File: src/rtl/nodf_module_status_tracker.sv
// Activity and latency tracker for one non-dataflow HLS block (ap_ctrl_hs / ap_ctrl_chain).
// Counts starts, dones and ready cycles, measures latency and start-to-start interval, and freezes on finish.
module nodf_module_status_tracker #(
    parameter int CNT_W = 32,
    parameter int LAT_W = 32
) (
    input  logic             clock,
    input  logic             reset,
    input  logic             ap_start,
    input  logic             ap_ready,
    input  logic             ap_done,
    input  logic             ap_continue,
    input  logic             finish,
    output logic [1:0]       state,
    output logic             active,
    output logic [CNT_W-1:0] start_count,
    output logic [CNT_W-1:0] done_count,
    output logic [CNT_W-1:0] ready_count,
    output logic [LAT_W-1:0] last_latency,
    output logic [LAT_W-1:0] min_latency,
    output logic [LAT_W-1:0] max_latency,
    output logic [LAT_W-1:0] last_interval,
    output logic             err_spurious_done,
    output logic             err_spurious_ready
);

    typedef enum logic [1:0] {
        IDLE     = 2'd0,
        RUN      = 2'd1,
        FINISHED = 2'd2
    } state_t;

    state_t           cur_state;
    state_t           next_state;
    logic             done_ev;
    logic             start_ev;
    logic             txn_done;
    logic             tracking;
    logic [LAT_W-1:0] sample;
    logic [LAT_W-1:0] lat_cnt;
    logic [LAT_W-1:0] int_cnt;
    logic             seen_start;

    function automatic logic [CNT_W-1:0] inc_cnt(input logic [CNT_W-1:0] v);
        return (&v) ? v : v + 1'b1;
    endfunction

    function automatic logic [LAT_W-1:0] inc_lat(input logic [LAT_W-1:0] v);
        return (&v) ? v : v + 1'b1;
    endfunction

    always_ff @(posedge clock) begin
        if (reset) begin
            cur_state <= IDLE;
            active    <= 1'b0;
        end else begin
            cur_state <= next_state;
            active    <= (next_state == RUN);
        end
    end

    // A done with ap_start in the same cycle is a back-to-back (RUN) or zero-latency (IDLE) transaction.
    always_comb begin
        next_state = cur_state;
        done_ev    = ap_done & ap_continue;
        start_ev   = 1'b0;
        txn_done   = 1'b0;
        tracking   = (cur_state != FINISHED);
        sample     = '0;
        case (cur_state)
            IDLE: begin
                start_ev = ap_start;
                txn_done = ap_start & done_ev;
                if (ap_start && !done_ev) next_state = RUN;
            end
            RUN: begin
                txn_done = done_ev;
                sample   = lat_cnt;
                if (done_ev) begin
                    start_ev = ap_start;
                    if (!ap_start) next_state = IDLE;
                end
            end
            default: ;
        endcase
        if (finish) next_state = FINISHED;
    end

    always_ff @(posedge clock) begin
        if (reset) begin
            start_count        <= '0;
            done_count         <= '0;
            ready_count        <= '0;
            last_latency       <= '0;
            min_latency        <= '1;
            max_latency        <= '0;
            last_interval      <= '0;
            err_spurious_done  <= 1'b0;
            err_spurious_ready <= 1'b0;
            lat_cnt            <= '0;
            int_cnt            <= '0;
            seen_start         <= 1'b0;
        end else if (tracking) begin
            if (ap_ready) ready_count <= inc_cnt(ready_count);
            if (txn_done) begin
                done_count   <= inc_cnt(done_count);
                last_latency <= sample;
                if (sample < min_latency) min_latency <= sample;
                if (sample > max_latency) max_latency <= sample;
            end
            if (start_ev) begin
                start_count <= inc_cnt(start_count);
                lat_cnt     <= {{(LAT_W-1){1'b0}}, 1'b1};
                int_cnt     <= '0;
                seen_start  <= 1'b1;
                if (seen_start) last_interval <= inc_lat(int_cnt);
            end else begin
                int_cnt <= inc_lat(int_cnt);
                if (cur_state == RUN) lat_cnt <= inc_lat(lat_cnt);
            end
            if (cur_state == IDLE && !ap_start) begin
                if (ap_done)  err_spurious_done  <= 1'b1;
                if (ap_ready) err_spurious_ready <= 1'b1;
            end
        end
    end

    assign state = cur_state;

endmodule

File: config.mk
export PLATFORM = sky130hd
export DESIGN_NAME = nodf_module_status_tracker
export DESIGN_NICKNAME = d
export VERILOG_FILES = /design/src/rtl/nodf_module_status_tracker.sv
export SDC_FILE = /design/constraint.sdc
export NUM_CORES = 1
export LEC_CHECK = 0
export ABC_CLOCK_PERIOD_IN_PS = 4200
export CAP_MARGIN = 20
export CELL_PAD_IN_SITES_DETAIL_PLACEMENT = 0
export CELL_PAD_IN_SITES_GLOBAL_PLACEMENT = 1
export CORE_AREA = 3 3 195 197
export CTS_BUF_LIST = sky130_fd_sc_hd__clkbuf_8
export DETAILED_ROUTE_END_ITERATION = 8
export DIE_AREA = 0 0 198 200
export PLACE_DENSITY = 0.79
export SETUP_SLACK_MARGIN = 0.4
export SYNTH_ARGS = -nofsm -noshare
export SYNTH_HDL_FRONTEND = slang
export SYNTH_SLANG_ARGS = --single-unit
File: constraint.sdc
create_clock -name clock -period 4.2 [get_ports clock]
set_input_delay 0.84 -clock clock [delete_from_list [all_inputs] [get_ports clock]]
set_output_delay 0.84 -clock clock [all_outputs]
set_load 0.005 [all_outputs]
==> flow_summary.ini <==
[status]
status = finished, final reports clean

[worst_setup_path]
cp-start-kind = flip-flop
path_max_fanout = 30
crit_path_end_kind = flip-flop
worstPathArrival_ps = 4140
r2r-end = min_latency[5]
worst-setup-path-type = flip-flop to flip-flop
reg2reg_from = state[0]
r2r_cells = 12
required_ps = 4740
r2r_setup_slack_ps = 610

[power]
finalPower_w = 0.005888
intPower_w = 0.004452
irDropWorstVdd_v = 0.0002282
pwr-share-comb_pct = 5.7
p_switching_w = 0.001436
p_per_area_mw_per_mm2 = 322.1
p_sw_share_pct = 24.39
pwr-share-clk_pct = 45.6
p_leak_nw = 6.701
pwr-share-seq_pct = 48.7

[die]
std_cell_rows = 70
die_h_um = 200
io_pins = 236
die-area_mm2 = 0.03960
die_w_um = 198
design.core.area_mm2 = 0.03643
start_util_pct = 39.67

[sta]
relSlewSlack_pct = 44.63
drv_slew = 0
setup_ws_ps = 606.1
finalCriticalPeriod_ps = 3594
tightest_slew_ps = 830.6
rsz0062_at_grt = false
fin_crit_sh_pct = 85.57
finClkSkew_ps = 24.29
finalHoldViolCount = 0
fin_setup_tns_ps = 0
setup_viol = 0
fmaxAchievable_mhz = 278.3

[routing]
viasPerCell = 5.238
wl_per_cell_um = 16.89
drt_iter0_drc = 606
vias = 12797
antenna_left = 0
drc_errors = 0
wirelength_um = 41260
firstDrtPassIters = 5

[finish]
final_area_mm2 = 0.01828
fill_cells = 3555
nNetsFinal = 2009
drive_above_1_share_pct = 6.231
multi_input_area_mm2 = 0.007923
final_core_util_pct = 50.18
area_growth_pct = 26.49
seq_area_mm2 = 0.005886

[placed_design]
io_buffers = 235
dp.final_hpwl_um = 29010
placed_cell_area_mm2 = 0.01722
place_ws_ps = 637.0
routabilityCongestion = 0.8359

[hold_path]
hp-class = flip-flop to flip-flop
whs_path_depth = 2
holdPathEnd = last_latency[2]
hp-start = last_latency[2]

[job]
maxCapViolCount = 0

[clock_tree]
clkLatencyLatePin_ps = 620
clk_path_buf_depth = 3
cts.sinks = 294
clk_pin_slew_worst_paths_ps = 60
cts_tree = done
postCtsSetupRepairBufs = 0
cts_hold_buffers = 0
cts_made_buffers = 53
cts-root-buf = clkbuf_8
h-tree-depth = 2

[yosys]
yosys-top-cells-count = nor2_1, dfxtp_1, nand2_1
yosysMostFrequentCell = nor2_1
yosys_register_bits = 294
synth-main-ff-cell = dfxtp_1
synth_top_area_share_pct = 40.72
synthCells = 1710
synth_top_cell_by_area = dfxtp_1
synth_nets = 1783
synth_area_leaders = dfxtp_1, nor2_1, ha_1
seq_area_frac_synth_pct = 40.72
synth_enable_flop_cells = 0
synthesis.area_mm2 = 0.01445
async_reset_ff_share_pct = 0
avgSynthCellArea_um2 = 8.453
yosysUniqueCellTypes = 70
ys_warn_count = 0

[global_route]
antenna_found_initial = 4
grt_overflow = 0
grt_util_all_layers_pct = 20.32
grt_pass1_vias = 12388
grt_max_degree = 174
grt_pass1_wl_um = 65700
==> repair_timing <==
item | in CTS | in global routing
endpoints found under the setup margin | 0 | 6
gates resized for setup | 0 | 1
endpoints found under the hold margin | 0 | 0
==> registers in the layout, indices dropped and copies added, names as in the netlist <==
| register | flops |
|---|---|
| err_spurious_ready | 1 |
| last_interval | 32 |
| ready_count | 32 |
| start_count | 32 |
| done_count | 32 |
| lat_cnt | 32 |
| max_latency | 32 |
| err_spurious_done | 1 |
| active | 1 |
| state | 2 |
| int_cnt | 32 |
| min_latency | 32 |
| last_latency | 32 |
| seen_start | 1 |
==> area by class of cell <==
cell class                      instances  area share [%]
Multi-Input combinational cell       1250           43.33
Sequential cell                       294           32.19
Timing Repair Buffer                  251           13.70
Clock buffer                           67           5.044
Tap cell                              468           3.203
Inverter                               86           1.766
Clock inverter                         26          0.7460
Antenna cell                            1         0.01369
==> worst max-delay path, stage by stage (launching register included) <==
cell and delay [ps]:
dfxtp_1 540, nor2b_1 180, buf_4 300, and2_1 320
ha_1 290, a21o_1 180, a221oi_1 440, a211o_1 220
a31oi_2 80, buf_4 210, nor2_2 140, buf_6 330
mux2i_1 240
==> layer usage <==
| metal | up-vias | global-route usage [%] | wire length (um) |
|---|---|---|---|
| li1 | 6406 | - | - |
| met3 | 57 | 6.277 | 2836 |
| met1 | 6052 | 26.70 | 18920 |
| met2 | 276 | 32.79 | 18740 |
| met5 | - | 0 | 34 |
| met4 | 6 | 5.190 | 727 |
==> power by group through the flow <==
| stage | registers, W | logic (W) | clock network (W) |
|---|---|---|---|
| after floorplan | 0.00292 | 0.000181 | 0 |
| after global placement | 0.00293 | 0.000333 | 0 |
| after detailed placement | 0.00293 | 0.000336 | 0 |
| after CTS | 0.00287 | 0.000338 | 0.00277 |
| after global routing | 0.00287 | 0.000371 | 0.00290 |
| final | 0.00287 | 0.000335 | 0.00269 |
==> placed cells by master, fill, tap and decap left out, types with 5 or more instances in the layout <==
cell type,n
and4_1,18
clkdlybuf4s50_1,234
clkbuf_8,68
ha_1,66
and2_1,33
o21ai_0,62
a31oi_1,15
nand2b_1,5
a22oi_1,33
buf_4,13
o211ai_1,19
nand3_1,63
inv_1,102
nor4_1,17
and3_1,22
nor2_1,315
a21o_1,6
a21oi_1,62
nand4_1,50
or3_1,22
nand3b_1,14
clkinv_2,7
xnor2_1,65
o31ai_1,5
mux2i_1,54
nand2_1,105
nor2b_1,6
a211oi_1,31
nor3_1,28
xor2_1,75
dfxtp_1,294
==> worst max-delay path by stage <==
stage                        start               to  slack (ps)  cells past startpoint
after floorplan           state[0]  min_latency[17]        1170                     14
after global placement    state[0]  max_latency[25]         570                     11
after detailed placement  state[0]   min_latency[5]         640                     12
after CTS                 state[0]   min_latency[5]         620                     12
after global routing      state[1]  max_latency[24]         420                     12
final                     state[0]   min_latency[5]         610                     12
==> metrics by stage <==
| step | hold WS [ps] | cells |
|---|---|---|
| floorplan | 448.2 | 1710 |
| global placement | 459.3 | 2348 |
| detailed placement | 460.2 | 2349 |
| CTS | 482.8 | 2442 |
| global route | 507.0 | 2443 |
| finish | 476.7 | 2443 |
==> cells by family (layout without fill, tap and decap cells) <==
| family | Yosys count | in the layout | synth area share, % |
|---|---|---|---|
| AO/OA/AOI/OAI | 265 | 265 | 12.09 |
| XOR/XNOR | 140 | 140 | 8.483 |
| adder cells (fa/ha/maj) | 66 | 66 | 5.713 |
| buffers and inverters | 166 | 430 | 4.519 |
| flip-flops | 294 | 294 | 40.72 |
| multiplexers | 54 | 54 | 3.740 |
| other | 0 | 1 | 0 |
| AND/OR/NAND/NOR | 725 | 725 | 24.73 |
No activity file was read; power rests on OpenSTA's default activity.
